[config.mk]
export PLATFORM = sky130hd
export DESIGN_NAME = mvma_arbiter
export DESIGN_NICKNAME = d
export VERILOG_FILES = /design/src/rtl/mvma_arb_pkg.sv /design/src/rtl/rr_arb2.sv /design/src/rtl/mvma_arbiter.sv
export SDC_FILE = /design/constraint.sdc
export NUM_CORES = 1
export LEC_CHECK = 0
export ABC_AREA = 0
export ABC_CLOCK_PERIOD_IN_PS = 1800
export CAP_MARGIN = 20
export CORE_MARGIN = 1.5
export CORE_UTILIZATION = 31
export CTS_BUF_LIST = sky130_fd_sc_hd__clkbuf_8
export CTS_CLUSTER_DIAMETER = 80
export DETAILED_ROUTE_END_ITERATION = 7
export PLACE_DENSITY = 0.89
export SYNTH_ARGS = -nofsm -noshare
export SYNTH_HDL_FRONTEND = slang
export SYNTH_SLANG_ARGS = --single-unit
export TNS_END_PERCENT = 5
[constraint.sdc]
create_clock -name clk -period 1.8 [get_ports clk]
set_clock_uncertainty 0.2 [all_clocks]
set_input_delay 0.36 -clock clk [delete_from_list [all_inputs] [get_ports clk]]
set_output_delay 0.36 -clock clk [all_outputs]
set_load 0.03 [all_outputs]
[src/rtl/mvma_arb_pkg.sv]
// Shared types and default constants for the matrix-vector engine arbiter.
package mvma_arb_pkg;

  typedef enum logic [1:0] {
    IDLE  = 2'd0,
    FEED  = 2'd1,
    DRAIN = 2'd2
  } state_t;

  localparam int W_DEF = 16;
  localparam int M_DEF = 8;
  localparam int N_DEF = 8;

  // Width that can hold every count from 0 up to the larger of the two word counts.
  function automatic int cnt_width(input int m, input int n);
    return $clog2(((m > n) ? m : n) + 1);
  endfunction

endpackage

[src/rtl/rr_arb2.sv]
// Two-way round-robin winner: a lone requester wins, a tie goes to the pointer.
module rr_arb2 (
  input  logic [1:0] req,
  input  logic       ptr,
  output logic       any,
  output logic       win
);

  always_comb begin
    // NOTE: every output gets a default before the branches so no latch is inferred.
    any = |req;
    win = ptr;
    if (req == 2'b01) begin
      win = 1'b0;
    end else if (req == 2'b10) begin
      win = 1'b1;
    end
  end

endmodule

[src/rtl/mvma_arbiter.sv]
// Shares one matrix-vector engine between two requesters, one M-in/N-out request at a time.
// Define ARB_PERF_CNT_EN to add the per-requester completed-request counters gnt_cnt0/gnt_cnt1.
module mvma_arbiter
  import mvma_arb_pkg::*;
#(
  parameter int W = W_DEF,
  parameter int M = M_DEF,
  parameter int N = N_DEF
) (
  input  logic         clk,
  input  logic         reset,
  input  logic [1:0]   req_valid,
  input  logic [W-1:0] req_data0,
  input  logic [W-1:0] req_data1,
  output logic [1:0]   req_ready,
  output logic [1:0]   rsp_valid,
  output logic [W-1:0] rsp_data,
  input  logic [1:0]   rsp_ready,
  output logic         eng_s_valid,
  input  logic         eng_s_ready,
  output logic [W-1:0] eng_data_in,
  input  logic         eng_m_valid,
  output logic         eng_m_ready,
  input  logic [W-1:0] eng_data_out,
  output logic         busy,
  output logic         gnt_id
`ifdef ARB_PERF_CNT_EN
  ,
  output logic [15:0]  gnt_cnt0,
  output logic [15:0]  gnt_cnt1
`endif
);

  localparam int            CW       = cnt_width(M, N);
  localparam logic [CW-1:0] IN_LAST  = CW'(M - 1);
  localparam logic [CW-1:0] OUT_LAST = CW'(N - 1);

  state_t        state;
  logic          ptr;
  logic [CW-1:0] in_cnt;
  logic [CW-1:0] out_cnt;
  logic          arb_any;
  logic          arb_win;
  logic          in_hs;
  logic          out_hs;

  rr_arb2 u_rr_arb2 (
    .req (req_valid),
    .ptr (ptr),
    .any (arb_any),
    .win (arb_win)
  );

  // The owner is wired straight through to the engine, so handshakes cost no latency.
  always_comb begin
    req_ready   = 2'b00;
    rsp_valid   = 2'b00;
    eng_s_valid = 1'b0;
    eng_m_ready = 1'b0;
    eng_data_in = gnt_id ? req_data1 : req_data0;
    rsp_data    = eng_data_out;
    if (state == FEED) begin
      eng_s_valid       = req_valid[gnt_id];
      req_ready[gnt_id] = eng_s_ready;
    end
    if (state == DRAIN) begin
      rsp_valid[gnt_id] = eng_m_valid;
      eng_m_ready       = rsp_ready[gnt_id];
    end
  end

  assign in_hs  = eng_s_valid & eng_s_ready;
  assign out_hs = eng_m_valid & eng_m_ready;
  assign busy   = (state != IDLE);

  // NOTE: sequential state uses non-blocking assignments so every flop samples pre-edge values.
  always_ff @(posedge clk) begin
    if (reset) begin
      state   <= IDLE;
      in_cnt  <= '0;
      out_cnt <= '0;
      gnt_id  <= 1'b0;
      ptr     <= 1'b0;
    end else begin
      unique case (state)
        IDLE: begin
          if (arb_any) begin
            gnt_id <= arb_win;
            state  <= FEED;
          end
        end
        FEED: begin
          if (in_hs) begin
            if (in_cnt == IN_LAST) begin
              in_cnt <= '0;
              state  <= DRAIN;
            end else begin
              in_cnt <= in_cnt + CW'(1);
            end
          end
        end
        DRAIN: begin
          if (out_hs) begin
            if (out_cnt == OUT_LAST) begin
              out_cnt <= '0;
              ptr     <= ~gnt_id;
              state   <= IDLE;
            end else begin
              out_cnt <= out_cnt + CW'(1);
            end
          end
        end
        default: state <= IDLE;
      endcase
    end
  end

`ifdef ARB_PERF_CNT_EN
  logic req_done;

  assign req_done = (state == DRAIN) && out_hs && (out_cnt == OUT_LAST);

  always_ff @(posedge clk) begin
    if (reset) begin
      gnt_cnt0 <= '0;
      gnt_cnt1 <= '0;
    end else if (req_done) begin
      if (!gnt_id && (gnt_cnt0 != 16'hFFFF)) begin
        gnt_cnt0 <= gnt_cnt0 + 16'd1;
      end
      if (gnt_id && (gnt_cnt1 != 16'hFFFF)) begin
        gnt_cnt1 <= gnt_cnt1 + 16'd1;
      end
    end
  end
`endif

endmodule

Yosys cells after proc, flatten, opt, wreduce, memory -nomap -nowiden
Index checks and enable logic that the tools add are counted.
{ "totals": {"reg_bits": 12, "inputBits": 56, "output_inout_bits": 40, "word_cells": 55} }
{ "classes": {"n_addsub": 2, "n_bitwise": 5, "order_cmp": 2, "mux": 21, "reduce_logical": 9, "n_eq_ne": 11} }
{ "ops": {"columns": ["cell", "count"], "rows": [
  ["two-way mux 16 bit", 1],
  ["two-way mux 2 bit", 7],
  ["two-way mux 1 bit", 9],
  ["adder 4 x 1 -> 4 bit, second input constant", 2],
  ["== test 4 x 3 -> 1 bit, second input constant", 2],
  ["two-way mux 4 bit", 2],
  ["!= test 2 bit, second input constant", 3],
  ["case mux 2 bit (3 select lines)", 1],
  ["AND reduction 2 bit", 3],
  ["AND reduction 5 bit", 1],
  ["bitwise AND 2 bit", 2],
  ["== test 2 x 1 -> 1 bit, second input constant", 2],
  ["== test 2 bit, second input constant", 2],
  ["!= test 2 x 1 -> 1 bit, second input constant", 2],
  ["AND reduction 3 bit", 1],
  ["bitwise AND 1 bit", 2],
  ["zero test 2 bit", 1],
  ["< comparator 1 x 2 -> 1 bit, second input constant", 1],
  ["nonzero test 2 bit", 1],
  ["OR reduction 2 bit", 1],
  ["demux 1 bit (select 1 bit)", 1],
  [">= comparator 1 bit, second input constant", 1],
  ["logical AND 1 bit", 1],
  ["NOT 1 bit", 1]
]} }

Logic depth before layout (Yosys ltp)
{ "logic_depth": {"word_depth": 6, "depth_mapped": 5, "depth_no_buf": 4} }

By module
From an unflattened synthesis, not the netlist that was laid out.
{ "hier_totals": {"cells_unflattened": 114, "area_unflattened_um2": 1048.5} }
{ "by_module_without_submodules": {"columns": ["mod", "area_per_inst_um2", "seq_area_each_um2", "cells_each", "instances"], "rows": [
  ["mvma_arbiter", 1029.7, 240.2, 110, 1],
  ["rr_arb2", 18.8, 0.0, 4, 1]
]} }

Worst setup path after synthesis
OpenSTA, ideal clock, no wires.
{ "synth_path": {"path_type": "register -> output", "start": "register gnt_id", "end": "output eng_data_in[10]", "setup_slack_ns": -0.280, "required_ns": 1.240, "arrival_time_ns": 1.520, "stages_incl_launch_ff": 5, "path_buffers": 3, "path_cell_list": "dfxtp_1 -> buf_6 -> buf_2 -> buf_2 -> mux2_2"} }
{ "synth_via": {"elab_chain_len": 1} }
{ "synth_lines": {"columns": ["item", "line_no", "text"], "rows": [
  ["start: declaration", "mvma_arbiter.sv:26", "output logic gnt_id"],
  ["start signal: assignment", "mvma_arbiter.sv:88", "gnt_id <= arb_win;"],
  ["two-way mux 16 bit", "mvma_arbiter.sv:60", "eng_data_in = gnt_id ? req_data1 : req_data0;"],
  ["end: declaration", "mvma_arbiter.sv:21", "output logic [W-1:0] eng_data_in,"]
]} }
Every way passes these cells.

Worst setup path in the final report
{ "layout_path": {"start": "register gnt_id", "end": "output eng_s_valid"} }
{ "layout_via": {"elab_chain_len": 3} }
{ "layout_lines": {"columns": ["item", "line_no", "text"], "rows": [
  ["two-way mux 1 bit (not written as such) (2 in a row)", "mvma_arbiter.sv:63", "eng_s_valid = req_valid[gnt_id];"],
  ["two-way mux 1 bit", "mvma_arbiter.sv:62", "if (state == FEED) begin"],
  ["end: declaration", "mvma_arbiter.sv:19", "output logic eng_s_valid,"]
]} }
Every way passes these cells. The select of a mux whose other input is x is not followed.

==> impl_metrics.yaml <==
synthesis:
  yosysTopAreaCellShare: 0.237
  yosys-top-cells-area: "dfxtp_1 (24%), mux2_2 (21%), buf_4 (12%)"
  syn_avg_cell_area_sq_um: 8.98
  netlist_area_sq_mm: 0.00101
  synth_cell_types: 33
  ys_warn_count: 0
  ys_seq_elements: 12
  ys_seq_area_frac: 0.237
  yosys.area.top_type: "dfxtp_1"
  ys.flop_type: "dfxtp_1"
  synth_edf_count: 0
  async_reset_ff_frac: 0
  synth_fp_nets: 171
  synth_cells: 113
drt:
  detail_route.wl_per_cell_um: 17.1
  drtIter0Drc: 39
  viasPerCell: 5.18
  drc_errors: 0
  drt_pre_antenna_iters: 6
  via_count: 1160
  drtAntennaViolNets: 0
  wl_um: 3840
power_and_ir_drop:
  p_sw_uw: 290
  clockPowerShare: 0.314
  p_per_area_mw_per_mm2: 517
  p_total_uw: 972
  p_leak_uw: 0.000832
  p_int_uw: 683
  swShare: 0.298
  seqPwrFrac: 0.283
  ir_worst_vdd_v: 0.000366
  pwr-share-comb: 0.403
timing:
  finalHoldViolations: 0
  tns_ns: -0.860
  tightest_slew_ns: 0.290
  layout_min_cycle_time_ns: 1.86
  relSlewSlack: 0.804
  fmax_ghz: 0.537
  report.final.slew_viol_count: 0
  fin_crit_sh: 1.04
  rsz0062_at_grt: "true"
  setup_viol: 21
  setup_ws_ns: -0.0635
grt:
  first_global_vias: 1038
  grt.overflow.total: 0
  antenna_found_initial: 0
  grt_util_all_layers: 0.169
  grt_start_max_net_pins: 25
  grt_pass1_wl_um: 4600
critical_path:
  cp_max_fo: 6
  r2r-end: "ptr"
  worstPathRequired_ns: 1.24
  crit_path_start_kind: "register"
  regToRegStartpoint: "gnt_id"
  crit_slowest_cell: "dfxtp_4"
  reg2regPathDepth: 5
  cp-end-kind: "output port"
  critPathKind: "reg -> out"
  rrSetupSlack_ns: -0.02
  critical_path_arrival_ns: 1.30
  crit_chain: "buf_12 -> mux2i_4 -> nor3_2 -> buf_4"
  slowest_delay_ns: 0.40
place:
  gp_congestion: 0.820
  io_buffer_count: 63
  dp_hpwl_um: 2430
run:
  drv_cap: 0
clock_network:
  cts.clk_slew.worst_paths_ns: 0.06
  clk_latency_ns: 0.25
  numCtsBuffers: 3
  clkSinkCount: 12
  cts_buffer_depth: 2
  root_buffer: "clkbuf_8"
  ctsHtreeMaxLevel: 1
  cts_tree: "built"
cells_and_area:
  drive_gt1_frac: 0.450
  ff_latch_area_sq_um: 244
  n_antenna_cell: 0
  area_delta_synth_final_pct: 85.2
  layout_commonest_cell: "clkdlybuf4s50_1"
  n_fill_cell: 230
  multi_input_area_sq_um: 667
  layout.nets: 239
  layout_common_cells: "clkdlybuf4s50_1 (33), buf_4 (22), buf_6 (18)"
run_status:
  outcome: "finished, violations left"
  violations: "negative setup slack"
hold_path:
  hold_class: "reg -> reg"
  hold_end: "out_cnt[3]"
  hold_path_depth: 2
  hp-start: "out_cnt[3]"
die:
  rows: 20
  dieArea_sq_mm: 0.00363
  core_area_sq_mm: 0.00308
  die_h_um: 60.2
  io_pins: 96
  start_util: 0.330
  fp.dieW_um: 60.2
## routing by layer
metal	vias to the layer above	GRT usage	wire length, um
li1	538	-	-
met1	579	0.190	1420
met2	30	0.323	2170
met3	13	0.0281	141
met4	0	0.0413	105
met5	-	0	0
## worst max-delay path, delay by kind of cell (launching register included)
family | cells | cell delay, ns
buffers and inverters | 2 | 0.31
flip-flops | 1 | 0.40
multiplexers | 1 | 0.28
AND/OR/NAND/NOR | 1 | 0.06
## power by group through the flow
stage	Combinational (uW)	Clock, uW	Sequential [uW]
after CTS	358	294	274
final	392	306	275
after global routing	409	313	276
after global placement	322	0	278
after floorplan	218	0	283
after detailed placement	328	0	279
## worst max path at each step
stage | startpoint | endpoint | slack [ns] | cells after the start
CTS | gnt_id | eng_s_valid | -0.09 | 4
global route | gnt_id | eng_s_valid | -0.10 | 4
floorplan | gnt_id | eng_data_in[10] | -0.12 | 4
detailed placement | rsp_ready[1] | eng_m_ready | -0.62 | 4
global placement | rsp_ready[1] | eng_m_ready | -0.61 | 4
finish | gnt_id | eng_s_valid | -0.06 | 4
## what timing repair did
item	in CTS	in global routing
resized for setup	34	17
hold endpoints to repair	0	0
endpoints found under the setup margin	23	21
pin swaps	0	1
hold buffers	0	0
gates cloned	0	2
buffers inserted	0	3
## sequential cells by signal, summed over array words and instances (netlist names)
register / count
ptr: 1
state: 2
gnt_id: 1
out_cnt: 4
in_cnt: 4
## layout make-up
type | count | area share
multi-input cells | 75 | 0.355
inverters | 6 | 0.0120
flip-flops and latches | 12 | 0.130
repair buffers | 83 | 0.445
clock buffers | 4 | 0.0293
well taps | 44 | 0.0293
## through the flow
step	cells	setup slack, ns	util	area (sq um)	hold slack (ns)
floorplan	113	-0.115	-	1020	0.243
global placement	215	-0.609	0.522	1610	0.261
detailed placement	215	-0.623	0.522	1610	0.258
global route	224	-0.101	0.611	1880	0.321
finish	224	-0.0635	0.611	1880	0.298
CTS	219	-0.0885	0.571	1760	0.274
## Yosys cell counts, types with 2 or more instances
library cell	number
or4_1	2
mux2i_1	2
mux2_2	19
nand3_1	7
ha_1	2
a21oi_1	7
and3b_2	2
inv_1	6
o21ai_0	4
o311ai_0	4
buf_2	2
buf_4	16
o41ai_1	2
dfxtp_1	12
nor2_1	8
## cells by family (layout without fill, tap and decap cells)
family | count (synthesis) | after routing | synth area share
compound gates | 21 | 21 | 0.141
fa+ha+maj | 2 | 2 | 0.0247
buf+inv | 26 | 93 | 0.174
flops | 12 | 12 | 0.237
mux | 21 | 21 | 0.231
simple gates | 31 | 31 | 0.194
No activity file was read; power rests on OpenSTA's default activity.
